$ cat src/rtl/high_to_low_pkg.sv
// high_to_low_pkg: shared definitions for the wide-to-narrow stream converter.
// Holds the FSM state encoding, the wide-word width derivation and the
// beat-number to slice-number mapping used for LSB/MSB-first ordering.
package high_to_low_pkg;

  typedef logic [0:0] state_t;

  localparam state_t IDLE = 1'b0;
  localparam state_t SEND = 1'b1;

  // Wide word width: one narrow beat times the maximum number of beats.
  function automatic int calc_high_width(input int low_width, input int burst_log);
    return low_width * (1 << burst_log);
  endfunction

  // Slice carried by beat k: counts up from slice 0 for LSB-first words,
  // counts down from slice len for MSB-first words.
  function automatic int slice_index(input int k, input int len, input logic msb_first);
    return msb_first ? (len - k) : k;
  endfunction

endpackage

$ cat src/rtl/high_to_low_slice_sel.sv
// high_to_low_slice_sel: combinational mux that picks the narrow slice of a
// wide word carried by a given beat, honouring the word's length and order.
module high_to_low_slice_sel
  import high_to_low_pkg::*;
#(
  parameter int  LOW_DATA_WIDTH = 32,
  parameter int  BRUST_SIZE_LOG = 2,
  localparam int BEATS          = 1 << BRUST_SIZE_LOG,
  localparam int HIGH_WIDTH     = calc_high_width(LOW_DATA_WIDTH, BRUST_SIZE_LOG)
) (
  input  logic [HIGH_WIDTH-1:0]     word,
  input  logic [BRUST_SIZE_LOG-1:0] index,
  input  logic [BRUST_SIZE_LOG-1:0] len,
  input  logic                      msb_first,
  output logic [LOW_DATA_WIDTH-1:0] beat
);

  logic [LOW_DATA_WIDTH-1:0] slices [BEATS];
  logic [BRUST_SIZE_LOG-1:0] sel;

  // Split the word into slices, map the beat number to a slice, select it.
  always_comb begin
    for (int i = 0; i < BEATS; i++) begin
      slices[i] = word[i*LOW_DATA_WIDTH +: LOW_DATA_WIDTH];
    end
    sel  = BRUST_SIZE_LOG'(slice_index(int'(index), int'(len), msb_first));
    beat = slices[sel];
  end

endmodule

$ cat src/rtl/high_to_low_stream.sv
// high_to_low_stream: wide-to-narrow bus converter. Takes one wide word per
// handshake and emits 1..2**BRUST_SIZE_LOG narrow beats, LSB- or MSB-first,
// with a last-beat flag and a one-word skid buffer so back-to-back words flow
// without bubbles under backpressure. All narrow-side outputs are flops.
// Optional macro HIGH_TO_LOW_PERF_CNT_EN adds perf_beat_cnt (wrapping count of
// narrow handshakes) and perf_stall_cnt (saturating count of stalled cycles).
module high_to_low_stream
  import high_to_low_pkg::*;
#(
  parameter int  LOW_DATA_WIDTH = 32,
  parameter int  BRUST_SIZE_LOG = 2,
  localparam int HIGH_WIDTH     = calc_high_width(LOW_DATA_WIDTH, BRUST_SIZE_LOG)
) (
  input  logic                      clk,
  input  logic                      rst_n,
  input  logic [HIGH_WIDTH-1:0]     high_read_data,
  input  logic [BRUST_SIZE_LOG-1:0] high_read_len,
  input  logic                      high_read_msb_first,
  input  logic                      high_read_valid,
  output logic                      high_read_ready,
  output logic                      high_read_finish,
  output logic [LOW_DATA_WIDTH-1:0] low_write_data,
  output logic                      low_write_valid,
  output logic                      low_write_last,
  input  logic                      low_write_ready
`ifdef HIGH_TO_LOW_PERF_CNT_EN
  ,
  output logic [31:0]               perf_beat_cnt,
  output logic [31:0]               perf_stall_cnt
`endif
);

  state_t                    state_q, state_d;
  logic [HIGH_WIDTH-1:0]     cur_data_q, cur_data_d;
  logic [BRUST_SIZE_LOG-1:0] cur_len_q, cur_len_d;
  logic                      cur_msb_q, cur_msb_d;
  logic [BRUST_SIZE_LOG-1:0] idx_q, idx_d;
  logic [HIGH_WIDTH-1:0]     skid_data_q, skid_data_d;
  logic [BRUST_SIZE_LOG-1:0] skid_len_q, skid_len_d;
  logic                      skid_msb_q, skid_msb_d;
  logic                      skid_full_q, skid_full_d;
  logic                      finish_d;
  logic                      valid_d;
  logic                      last_d;
  logic [LOW_DATA_WIDTH-1:0] beat_d;
  logic                      word_acc;
  logic                      beat_hs;

  assign high_read_ready = ~skid_full_q;
  assign word_acc        = high_read_valid && high_read_ready;
  assign beat_hs         = low_write_valid && low_write_ready;

  // Next-state logic: load current from input or skid, advance the beat index.
  always_comb begin
    state_d     = state_q;
    cur_data_d  = cur_data_q;
    cur_len_d   = cur_len_q;
    cur_msb_d   = cur_msb_q;
    idx_d       = idx_q;
    skid_data_d = skid_data_q;
    skid_len_d  = skid_len_q;
    skid_msb_d  = skid_msb_q;
    skid_full_d = skid_full_q;
    finish_d    = 1'b0;

    case (state_q)
      IDLE: begin
        if (word_acc) begin
          cur_data_d = high_read_data;
          cur_len_d  = high_read_len;
          cur_msb_d  = high_read_msb_first;
          idx_d      = '0;
          state_d    = SEND;
        end
      end
      SEND: begin
        if (beat_hs && low_write_last) begin
          finish_d = 1'b1;
          idx_d    = '0;
          if (skid_full_q) begin
            cur_data_d  = skid_data_q;
            cur_len_d   = skid_len_q;
            cur_msb_d   = skid_msb_q;
            skid_full_d = 1'b0;
          end else if (word_acc) begin
            cur_data_d = high_read_data;
            cur_len_d  = high_read_len;
            cur_msb_d  = high_read_msb_first;
          end else begin
            state_d = IDLE;
          end
        end else begin
          if (beat_hs) begin
            idx_d = idx_q + 1'b1;
          end
          if (word_acc) begin
            skid_data_d = high_read_data;
            skid_len_d  = high_read_len;
            skid_msb_d  = high_read_msb_first;
            skid_full_d = 1'b1;
          end
        end
      end
      default: state_d = IDLE;
    endcase

    valid_d = (state_d == SEND);
    last_d  = (idx_d == cur_len_d);
  end

  // The mux looks at next-cycle contents of the current register so each
  // beat can be captured straight into the output flop with no bubble.
  high_to_low_slice_sel #(
    .LOW_DATA_WIDTH (LOW_DATA_WIDTH),
    .BRUST_SIZE_LOG (BRUST_SIZE_LOG)
  ) u_slice_sel (
    .word      (cur_data_d),
    .index     (idx_d),
    .len       (cur_len_d),
    .msb_first (cur_msb_d),
    .beat      (beat_d)
  );

  // State, storage and registered narrow-side outputs; reset drops all words.
  always_ff @(posedge clk) begin
    if (!rst_n) begin
      state_q          <= IDLE;
      cur_data_q       <= '0;
      cur_len_q        <= '0;
      cur_msb_q        <= 1'b0;
      idx_q            <= '0;
      skid_data_q      <= '0;
      skid_len_q       <= '0;
      skid_msb_q       <= 1'b0;
      skid_full_q      <= 1'b0;
      low_write_valid  <= 1'b0;
      low_write_last   <= 1'b0;
      low_write_data   <= '0;
      high_read_finish <= 1'b0;
    end else begin
      state_q          <= state_d;
      cur_data_q       <= cur_data_d;
      cur_len_q        <= cur_len_d;
      cur_msb_q        <= cur_msb_d;
      idx_q            <= idx_d;
      skid_data_q      <= skid_data_d;
      skid_len_q       <= skid_len_d;
      skid_msb_q       <= skid_msb_d;
      skid_full_q      <= skid_full_d;
      low_write_valid  <= valid_d;
      low_write_last   <= last_d;
      low_write_data   <= beat_d;
      high_read_finish <= finish_d;
    end
  end

`ifdef HIGH_TO_LOW_PERF_CNT_EN
  // Count handshaked beats (wrapping) and stalled beat cycles (saturating).
  always_ff @(posedge clk) begin
    if (!rst_n) begin
      perf_beat_cnt  <= '0;
      perf_stall_cnt <= '0;
    end else begin
      if (beat_hs) begin
        perf_beat_cnt <= perf_beat_cnt + 32'd1;
      end
      if (low_write_valid && !low_write_ready && (perf_stall_cnt != '1)) begin
        perf_stall_cnt <= perf_stall_cnt + 32'd1;
      end
    end
  end
`endif

endmodule

$ cat config.mk
export PLATFORM = sky130hd
export DESIGN_NAME = high_to_low_stream
export DESIGN_NICKNAME = d
export VERILOG_FILES = /design/src/rtl/high_to_low_pkg.sv /design/src/rtl/high_to_low_slice_sel.sv /design/src/rtl/high_to_low_stream.sv
export SDC_FILE = /design/constraint.sdc
export NUM_CORES = 1
export LEC_CHECK = 0
export CORE_MARGIN = 4
export CORE_UTILIZATION = 30
export CTS_BUF_LIST = sky130_fd_sc_hd__clkbuf_4
export DETAILED_ROUTE_END_ITERATION = 8
export DONT_BUFFER_PORTS = 1
export HOLD_SLACK_MARGIN = 0.12
export PLACE_DENSITY_LB_ADDON = 0.3
export REMOVE_ABC_BUFFERS = 1
export SLEW_MARGIN = 30
export SYNTH_ARGS = -nofsm -noshare
export SYNTH_HDL_FRONTEND = slang
export SYNTH_SLANG_ARGS = --single-unit
$ cat constraint.sdc
create_clock -name clk -period 4 [get_ports clk]
set_input_delay 0.8 -clock clk [delete_from_list [all_inputs] [get_ports clk]]
set_output_delay 0.8 -clock clk [all_outputs]
set_load 0.02 [all_outputs]
==> implementation parameters <==
Parameter                              Value

Status
  Result of the run ... finished with violations
  Violations in the final reports ... design-rule violations

GRT
  Total congestion overflow after global routing ... 0
  Number of antenna violations at the first check in global routing ... 1
  Global-route wire length before repair ... about 57 mm
  Via count of the first global-routing pass ... 10.2k
  Total track usage ... 0.170
  Maximum number of pins on one net before global-route repair ... around 130

Finish
  Share of post-route cells with drive strength above 1 ... 0.116
  Number of cells in the finished layout apart from fillers ... 1,940
  Leading cell type in the layout, fill and taps excluded ... sky130_fd_sc_hd__dfxtp_1
  Register cell area after layout ... 6010 um2
  Filler cell count ... 3,814
  Layout area overhead ... 23.1%
  Final cell utilization of the core ... 0.374
  Highest-count cells in the layout ignoring fill and taps ... sky130_fd_sc_hd__dfxtp_1 (300), sky130_fd_sc_hd__nand2_1 (266), sky130_fd_sc_hd__nor2_1 (163), sky130_fd_sc_hd__a21oi_1 (135), sky130_fd_sc_hd__a222oi_1 (129)
  Nets ... between 1.5k and 2k
  Multi-input gate area in the final layout ... 4940 um2

Die
  Starting density of the core ... 0.304
  IO Pins ... approximately 170
  Total die area ... slightly above 40,000 um2
  Die Height ... 204 um
  Core area ... 37,800 um2
  Die X-Extent ... ~200 um
  Standard-cell rows ... between 70 and 80

CTS
  Worst skew pair latency ... 0.74 ns
  TritonCTS clock tree ... yes
  Post-CTS resize count ... 0
  Clock-pin slew on the worst setup and hold paths ... 0.06 ns
  Buffer levels on the longest clock path ... 3
  Num CTS Buffers ... 85
  Sinks on the clock net ... 300
  Number of H-tree levels ... 3
  Number of buffers inserted by post-CTS setup repair ... 0
  Clock tree root driver cell ... sky130_fd_sc_hd__clkbuf_4

STA
  Slew @ Worst Pin ... 0.948 ns
  Final number of hold-violating endpoints ... 0
  Worst slew margin relative to its limit ... 0.368
  Final count of pins violating max slew ... 0
  Worst setup slack after layout ... 0.625 ns
  RSZ-0062 raised after global routing ... no
  Final Critical Period ... 3.38 ns
  Maximum operating frequency ... 296 MHz
  Worst-case clock skew ... roughly 0.028 ns
  Endpoints failing setup ... 0
  Share of the clock period used by the worst path after layout ... 0.844

Critical path
  Reg-to-reg critical path startpoint ... state_q
  Combined buffer and inverter count along the critical path ... 2
  Crit. path cell count ... 8
  R2R cell count ... 8
  Largest stage delay on the critical path ... 0.80 ns
  Crit Path Max Fanout ... 72
  Required arrival time at the worst endpoint ... 4.67 ns
  Kind of end point of the critical path ... register
  Crit. Startpoint ... state_q
  Data arrival at the endpoint of the critical path ... 4.05 ns
  Cell type group with the largest total delay on the critical path ... buffers and inverters
  Critical-path cell with the highest stage delay ... sky130_fd_sc_hd__buf_4
  Worst setup path class ... reg2reg
  Critical Path, Cell by Cell ... a21boi_2, or2_4, buf_4, buf_4, a222oi_1, mux2i_1, mux2i_1, nor2_1
  Critical Path Start Type ... register

Synth
  Avg Synthesized Cell Area ... 9.16 um2
  Distinct cell type count after synthesis ... 42
  Total of flip-flops plus latches after synthesis ... 300
  Synth warn ... 0
  Number of enable-type register cells in the synthesized netlist ... 0
  Post-synthesis sequential area ratio ... 0.523
  Cell area after synthesis ... around 11,000 um2
  Dominant register cell in the synthesized netlist ... sky130_fd_sc_hd__dfxtp_1
  Post-Syn Instances ... around 1.3k
  Async set or reset register ratio after synthesis ... 0

Place
  Sum of net half-perimeters after detailed placement ... 18.5 mm
  Count of buffers from port buffering ... 0
  Total instance count after detailed placement ... 1,667
  RD Place Congestion ... ~0.76
  Minimum setup slack after placement ... around 0.44 ns

Route
  Overall via count from detail_route ... about 10k
  Number of remaining DRC errors ... 2
  Detail-routed via count per cell ... 5.22
  Detailed-routing iteration count for the pre-antenna-repair pass ... 9
  Violation count after the first detailed-route iteration ... 1,107
  Average wire per cell in the routed design ... ~19 um
  Antenna Violating Nets Remaining ... 0
  Final Routed Wirelength ... 36.1 mm

Min path
  Cell depth of the worst hold path ... 2
  Worst hold path startpoint ... high_read_data[25]
  Worst hold-check path type ... in2reg

Power
  Pleak ... 5.50 nW
  Power per cell area ... 514 nW/um2
  Peak supply drop ... between 0.2 and 0.25 mV

Run
  Number of max-cap violations ... 0
-- path summary, 6_finish.rpt --
kind,to,slack (ns)
worst min register to register,skid_data_q[33],0.45
worst max-delay path,low_write_data[14],0.62
worst min-delay path,skid_data_q[25],0.21
worst max register to register,low_write_data[14],0.62
-- through the flow --
| step | hold WS, ns | setup TNS, ns | power [mW] | area (um2) |
|---|---|---|---|---|
| detailed placement | 0.447 | 0 | 4.37 | 11800 |
| floorplan | 0.431 | -1370.88 | 4.13 | 10900 |
| global route | 0.127 | 0 | 7.69 | 14100 |
| finish | 0.212 | 0 | 7.26 | 14100 |
| CTS | 0.120 | 0 | 7.40 | 14100 |
| global placement | 0.441 | 0 | 4.35 | 11800 |
-- where the power goes --
part | internal, mW | switching, mW | total (mW)
combinational | 0.443 | 0.619 | 1.06
sequential | 3.19 | 0.148 | 3.34
clock | 1.55 | 1.31 | 2.86
total | 5.19 | 2.08 | 7.26
-- sequential cells by signal, indices dropped and copies added (netlist names), 2 cells and up --
name and flops:
low_write_data 32, skid_data_q 128, skid_len_q 2, cur_len_q 2
cur_data_q 128, idx_q 2
-- kinds of logic after synthesis --
group           Yosys count  synth area share
simple gates            454             0.154
flops                   300             0.523
compound gates          279             0.182
buf+inv                 120            0.0518
mux                      98            0.0857
xor+xnor                  2           0.00218
fa+ha+maj                 1           0.00109
-- cell usage after synthesis, types with 2 or more instances --
cell                       count  share of area
sky130_fd_sc_hd__a211oi_1      2         0.0013
sky130_fd_sc_hd__a21oi_1     135          0.059
sky130_fd_sc_hd__a222oi_1    129           0.11
sky130_fd_sc_hd__and2_1        2         0.0011
sky130_fd_sc_hd__and3_1        2         0.0011
sky130_fd_sc_hd__buf_1         7         0.0023
sky130_fd_sc_hd__buf_12        6          0.010
sky130_fd_sc_hd__buf_2         2        0.00087
sky130_fd_sc_hd__buf_6         6         0.0059
sky130_fd_sc_hd__clkbuf_1     95          0.031
sky130_fd_sc_hd__dfxtp_1     300           0.52
sky130_fd_sc_hd__inv_1         3        0.00098
sky130_fd_sc_hd__mux2i_1      97          0.085
sky130_fd_sc_hd__nand2_1     266          0.087
sky130_fd_sc_hd__nand2b_1      2         0.0011
sky130_fd_sc_hd__nand3_1       4         0.0017
sky130_fd_sc_hd__nand3b_1      3         0.0020
sky130_fd_sc_hd__nor2_1      164          0.054
sky130_fd_sc_hd__nor2b_1       2         0.0011
sky130_fd_sc_hd__nor3_1        3         0.0013
sky130_fd_sc_hd__o21ai_0       3         0.0013
-- per-layer routing --
| metal | share of wire | wire length, um | global-route usage |
|---|---|---|---|
| met5 | 0 | 0 | 0 |
| met4 | 0.020 | 721 | 0.0679 |
| met3 | 0.080 | 2890 | 0.0520 |
| met2 | 0.46 | 16800 | 0.266 |
| met1 | 0.44 | 15800 | 0.221 |
-- what timing repair did --
item / 4_1_cts / 5_1_grt
endpoints found under the hold margin: 125 / 0
setup endpoints to repair: 0 / 0
hold buffers: 123 / 0
-- cell type report --
type / count / share of cell area
diodes: 1 / 0.000177
clock buffers: 125 / 0.0664
clock inverters: 24 / 0.0103
inverters: 4 / 0.00159
multi-input cells: 834 / 0.350
flip-flops and latches: 300 / 0.425
well taps: 511 / 0.0452
repair buffers: 141 / 0.102
Power figures use the tool's default switching activity.
